$ cat src/rtl/mux_cell.sv
// mux_cell: 2:1 selector with zero-latency output, enabled registered copy
// and a saturating count of select-line changes.
module mux_cell #(
  parameter int WIDTH = 1,
  parameter int CNT_W = 8
) (
  output logic [WIDTH-1:0] out,
  input  logic [WIDTH-1:0] a,
  input  logic [WIDTH-1:0] b,
  input  logic             sel,
  input  logic             clk,
  input  logic             rst_n,
  input  logic             en,
  output logic [WIDTH-1:0] out_q,
  output logic [CNT_W-1:0] sel_chg_cnt
);
  logic sel_d;
  assign out = sel ? b : a;
  // sel_d resets to 0, so a high sel on the first edge after reset counts as a change
  always_ff @(posedge clk or negedge rst_n)
    if (!rst_n) begin
      out_q       <= '0;
      sel_d       <= 1'b0;
      sel_chg_cnt <= '0;
    end else begin
      sel_d <= sel;
      if (en) out_q <= out;
      if (sel != sel_d && sel_chg_cnt != '1) sel_chg_cnt <= sel_chg_cnt + CNT_W'(1);
    end
endmodule

$ cat config.mk
export PLATFORM = sky130hd
export DESIGN_NAME = mux_cell
export DESIGN_NICKNAME = d
export VERILOG_FILES = /design/src/rtl/mux_cell.sv
export SDC_FILE = /design/constraint.sdc
export NUM_CORES = 1
export LEC_CHECK = 0
export ABC_AREA = 1
export BUFFER_PORTS_ARGS = -buffer_cell sky130_fd_sc_hd__buf_2
export CORE_MARGIN = 2
export CORE_UTILIZATION = 35
export CTS_CLUSTER_DIAMETER = 40
export CTS_CLUSTER_SIZE = 30
export DETAILED_ROUTE_END_ITERATION = 7
export PLACE_DENSITY = 0.66
export REMOVE_ABC_BUFFERS = 1
export SLEW_MARGIN = 20
export SYNTH_ARGS = -nofsm -noshare
export SYNTH_HDL_FRONTEND = slang
export SYNTH_SLANG_ARGS = --single-unit
$ cat constraint.sdc
create_clock -name clk -period 1.7 [get_ports clk]
set_input_delay 0.34 -clock clk [delete_from_list [all_inputs] [get_ports clk]]
set_output_delay 0.34 -clock clk [all_outputs]
set_load 0.02 [all_outputs]
# Word level (Yosys, flattened, before mapping)
# Cells that the tools add are included.
# word_totals
wordCells,8
register_bits,10
output_inout_bits,10
# classes
add_sub_neg,1
muxes,1
n_eq_ne,2
reduce_logical,1
# ops
op,count
8-bit by 1-bit adder with 8-bit output (second input constant),1
8-bit inequality test (second input constant),1
1-bit logical AND,1
1-bit two-way mux,1
1-bit inequality test,1

# Longest topological paths before layout
# depth
depth_word,2
ltp_mapped,8
ltp_nobuf,8

# Worst setup path before layout
# No wires, ideal clock.
# synth_path
kind,register to register
start,register sel_chg_cnt[0]
end,register sel_chg_cnt[5]
n_path_buf,0
stages_incl_launch_ff,9
path_slack_ps,303
setup_time_ps,117
arrival_ps,1280
synth_period_minus_slack_ps,1397
path_cell_list,dfrtp_1 > ha_1 > nand2_1 > nor2_1 > nand2_1 > nand2_4 > clkinv_4 > nand2_1 > nand2_1
# synth_via
elab_chain_len,2
elab_cells_between_ends,3
classes_between,add/sub (1); eq/ne (1); reduce/logical (1)
# synth_rtl
item,line_no,rtl
"start, declared",15,output logic [CNT_W-1:0] sel_chg_cnt
"start signal, assigned",28,if (sel != sel_d && sel_chg_cnt != '1) sel_chg_cnt <= sel_chg_cnt + CNT_W'(1);
branches (longest 2 deep; another with 8-bit by 1-bit adder with 8-bit output),--,
# Several ways; the timed one is not identified.
# A chain may end at the register's enable or synchronous reset.

# Worst setup path in the final report
# layout_path
start,register sel_chg_cnt[0]
end,register sel_chg_cnt[4]
# The elaborated chain is that of the path after synthesis.

==> run summary <==
Port Buffers: 15
Post-Route WL: 1.079 mm
GR Util All Layers: 0.1313
unrepaired setup endpoints after global routing: no
gpl congestion: 0.7805
most frequent cell on the critical path: nand2_1
max cap viols: 0
IO Pins: 16
antenna cells: 0
TritonCTS sink count: 10
clock skew: 0.006353 ns
area of placed instances: 648.1 sq um
final setup vio count: 0
first-pass GRT wire length: 1.759 mm
sequential cell area fraction in the yosys report: 0.4525
Initial Util: 0.3714
Tightest Hold Check Type: in -> reg
total power: 852.4 uW
power per cell area: 1252 mW/mm^2
final instance area: 680.7 sq um
Die Area: 0.001914 sq mm
crit path capture type: register
outcome: finished, final reports clean
CTS tree: done
min cycle time layout: 1.388 ns
synthesized area: 553.0 sq um
crit-path cells: ha_1 > nand2_1 > nor2_1 > nand2_1 > nand2_4 > clkinv_4 > nand2_1 > nand2_1
worst slew pin tran: 0.2534 ns
worst-case clock buffer depth: 2
initial DRC count: 19
max_slew headroom: 0.8310
DRC: 0
die height: 43.75 microns
vias in the first global route: 403
peak supply drop: 0.5963 mV
Synth Register Bits: 10
Vias per Instance: 4.800
CTS buffer count: 3
area grow syn2layout: 23.08%
H-Tree Depth: 1
syn_area_per_cell: 7.900 sq um
Layout Nets: 98
Post-DRT Antenna Nets: 0
min-delay src: sel
Crit Path Category: reg -> reg
Vias: 504
Max Freq: 720.6 MHz
Synth Warn #: 0
Worst Setup SP: sel_chg_cnt[0]
Die X: 43.75 microns
drt pass-1 iters: 4
layout cells sized above 1: 0.2584
Final Max Slew Viols: 0
Reg clk slew, reported paths: 0.07 ns
Worst Path Required: 1.86 ns
Post-DP HPWL: 811.6 microns
Lkg Pwr: 0.0003617 uW
initial antenna violation count: 0
postcts setup bufs: 0
Arr. time, crit path: 1.54 ns
wire per inst: 10.28 microns
Fin. Hold Viols: 0
beginning of the worst register-to-register path: sel_chg_cnt[0]
Post-Route Setup TNS: 0 ns
worst skew pair latency: 0.27 ns
part of the cycle the worst path needs: 0.8163
post-synth cell types: 17
Crit-path slowest cell: dfrtp_1
crit start category: register
Core ar.: 0.001489 sq mm
largest net degree at the start of global routing: 11
Crit path largest cell delay: 0.44 ns
Fill cells: 138
CTS root buffer: clkbuf_4
slack of the critical path: 0.3123 ns
total gr overflow: 0
row count: 14
cells after synthesis: 70
worst slack, placed: 0.3242 ns
CP Max Fanout: 8
placed cells by master (no fill, tap or decap), drive strengths merged:
cell type / netlist / layout
clkinv: 1 / 1
clkbuf: 0 / 3
nand2: 32 / 32
nand3b: 1 / 1
ha: 1 / 1
xor2: 3 / 3
xnor2: 2 / 2
nor2: 6 / 6
mux2: 1 / 1
inv: 6 / 6
dlygate4sd3: 0 / 1
nand3: 3 / 3
nand4: 1 / 1
buf: 0 / 15
o21ai: 3 / 3
dfrtp: 10 / 10
area by class of cell:
| class | count | area, sq um | share of cell area |
|---|---|---|---|
| multi-input combinational | 53 | 271.5 | 0.3989 |
| sequential | 10 | 250.2 | 0.3676 |
| timing repair buffer | 16 | 85.08 | 0.1250 |
| inverter | 7 | 31.28 | 0.04596 |
| clock buffer | 3 | 22.52 | 0.03309 |
| tap | 16 | 20.02 | 0.02941 |
flip-flops by register name, indices dropped and copies added (netlist names):
register / cells
out_q: 1
sel_chg_cnt: 8
sel_d: 1
metrics by stage:
stage | util | cells | hold slack (ns)
floorplan | - | 70 | 0.04441
global placement | 0.4353 | 101 | 0.2166
detailed placement | 0.4353 | 101 | 0.2162
CTS | 0.4571 | 105 | 0.2514
global route | 0.4571 | 105 | 0.2516
finish | 0.4571 | 105 | 0.2666
metal layers:
metal  vias up  routed length [microns]  part of all wire  global-route usage
met1       232                      483              0.45              0.1640
met4         0                       12             0.011             0.09091
met5         -                        0                 0                   0
met2        18                      509              0.47              0.1941
li1        252                        -                 -                   -
met3         2                       73             0.068             0.03750
where the power goes:
group / switching (uW) / internal (uW)
clock network: 82.5 / 81.8
logic: 196 / 119
registers: 77.3 / 295
path summary, 6_finish.rpt:
path                                       end  slack [ns]  depth (start not counted)
worst max-delay path            sel_chg_cnt[4]        0.31                          8
worst min register to register           out_q        0.51                          1
worst min-delay path                     sel_d        0.27                          1
worst max register to register  sel_chg_cnt[4]        0.31                          8
max in group asynchronous       sel_chg_cnt[7]        1.04                          2
min in group asynchronous       sel_chg_cnt[1]        0.46                          2
worst max-delay path: cells and delay by family (launching register included):
family        cells  cell delay, ns
fa+ha+maj         1            0.22
flops             1            0.44
simple gates      6            0.53
buf+inv           1            0.07
cell families (layout without fill, tap and decap cells):
group,after synthesis,count (layout),synth area share
simple gates,43,43,0.3281
flops,10,10,0.4525
buf+inv,7,26,0.05656
xor+xnor,5,5,0.09278
compound gates,3,3,0.02714
fa+ha+maj,1,1,0.02262
mux,1,1,0.02036
cell usage after synthesis:
library cell | count | area [sq um]
nand2_1 | 31 | 116.4
dfrtp_1 | 10 | 250.2
inv_1 | 6 | 22.52
nor2_1 | 5 | 18.77
nand3_1 | 3 | 15.01
o21ai_0 | 2 | 10.01
xnor2_1 | 2 | 17.52
xor2_1 | 2 | 17.52
clkinv_4 | 1 | 8.760
ha_1 | 1 | 12.51
mux2_2 | 1 | 11.26
nand2_4 | 1 | 11.26
nand3b_1 | 1 | 7.510
nand4_1 | 1 | 6.260
nor2_2 | 1 | 6.260
o21ai_1 | 1 | 5.000
xor2_2 | 1 | 16.27
timing repair:
item / 4_1_cts / 5_1_grt
endpoints found under the hold margin: 10 / 0
gates resized for setup: 0 / 0
hold buffers: 1 / 0
(Power assumes the default switching activity.)
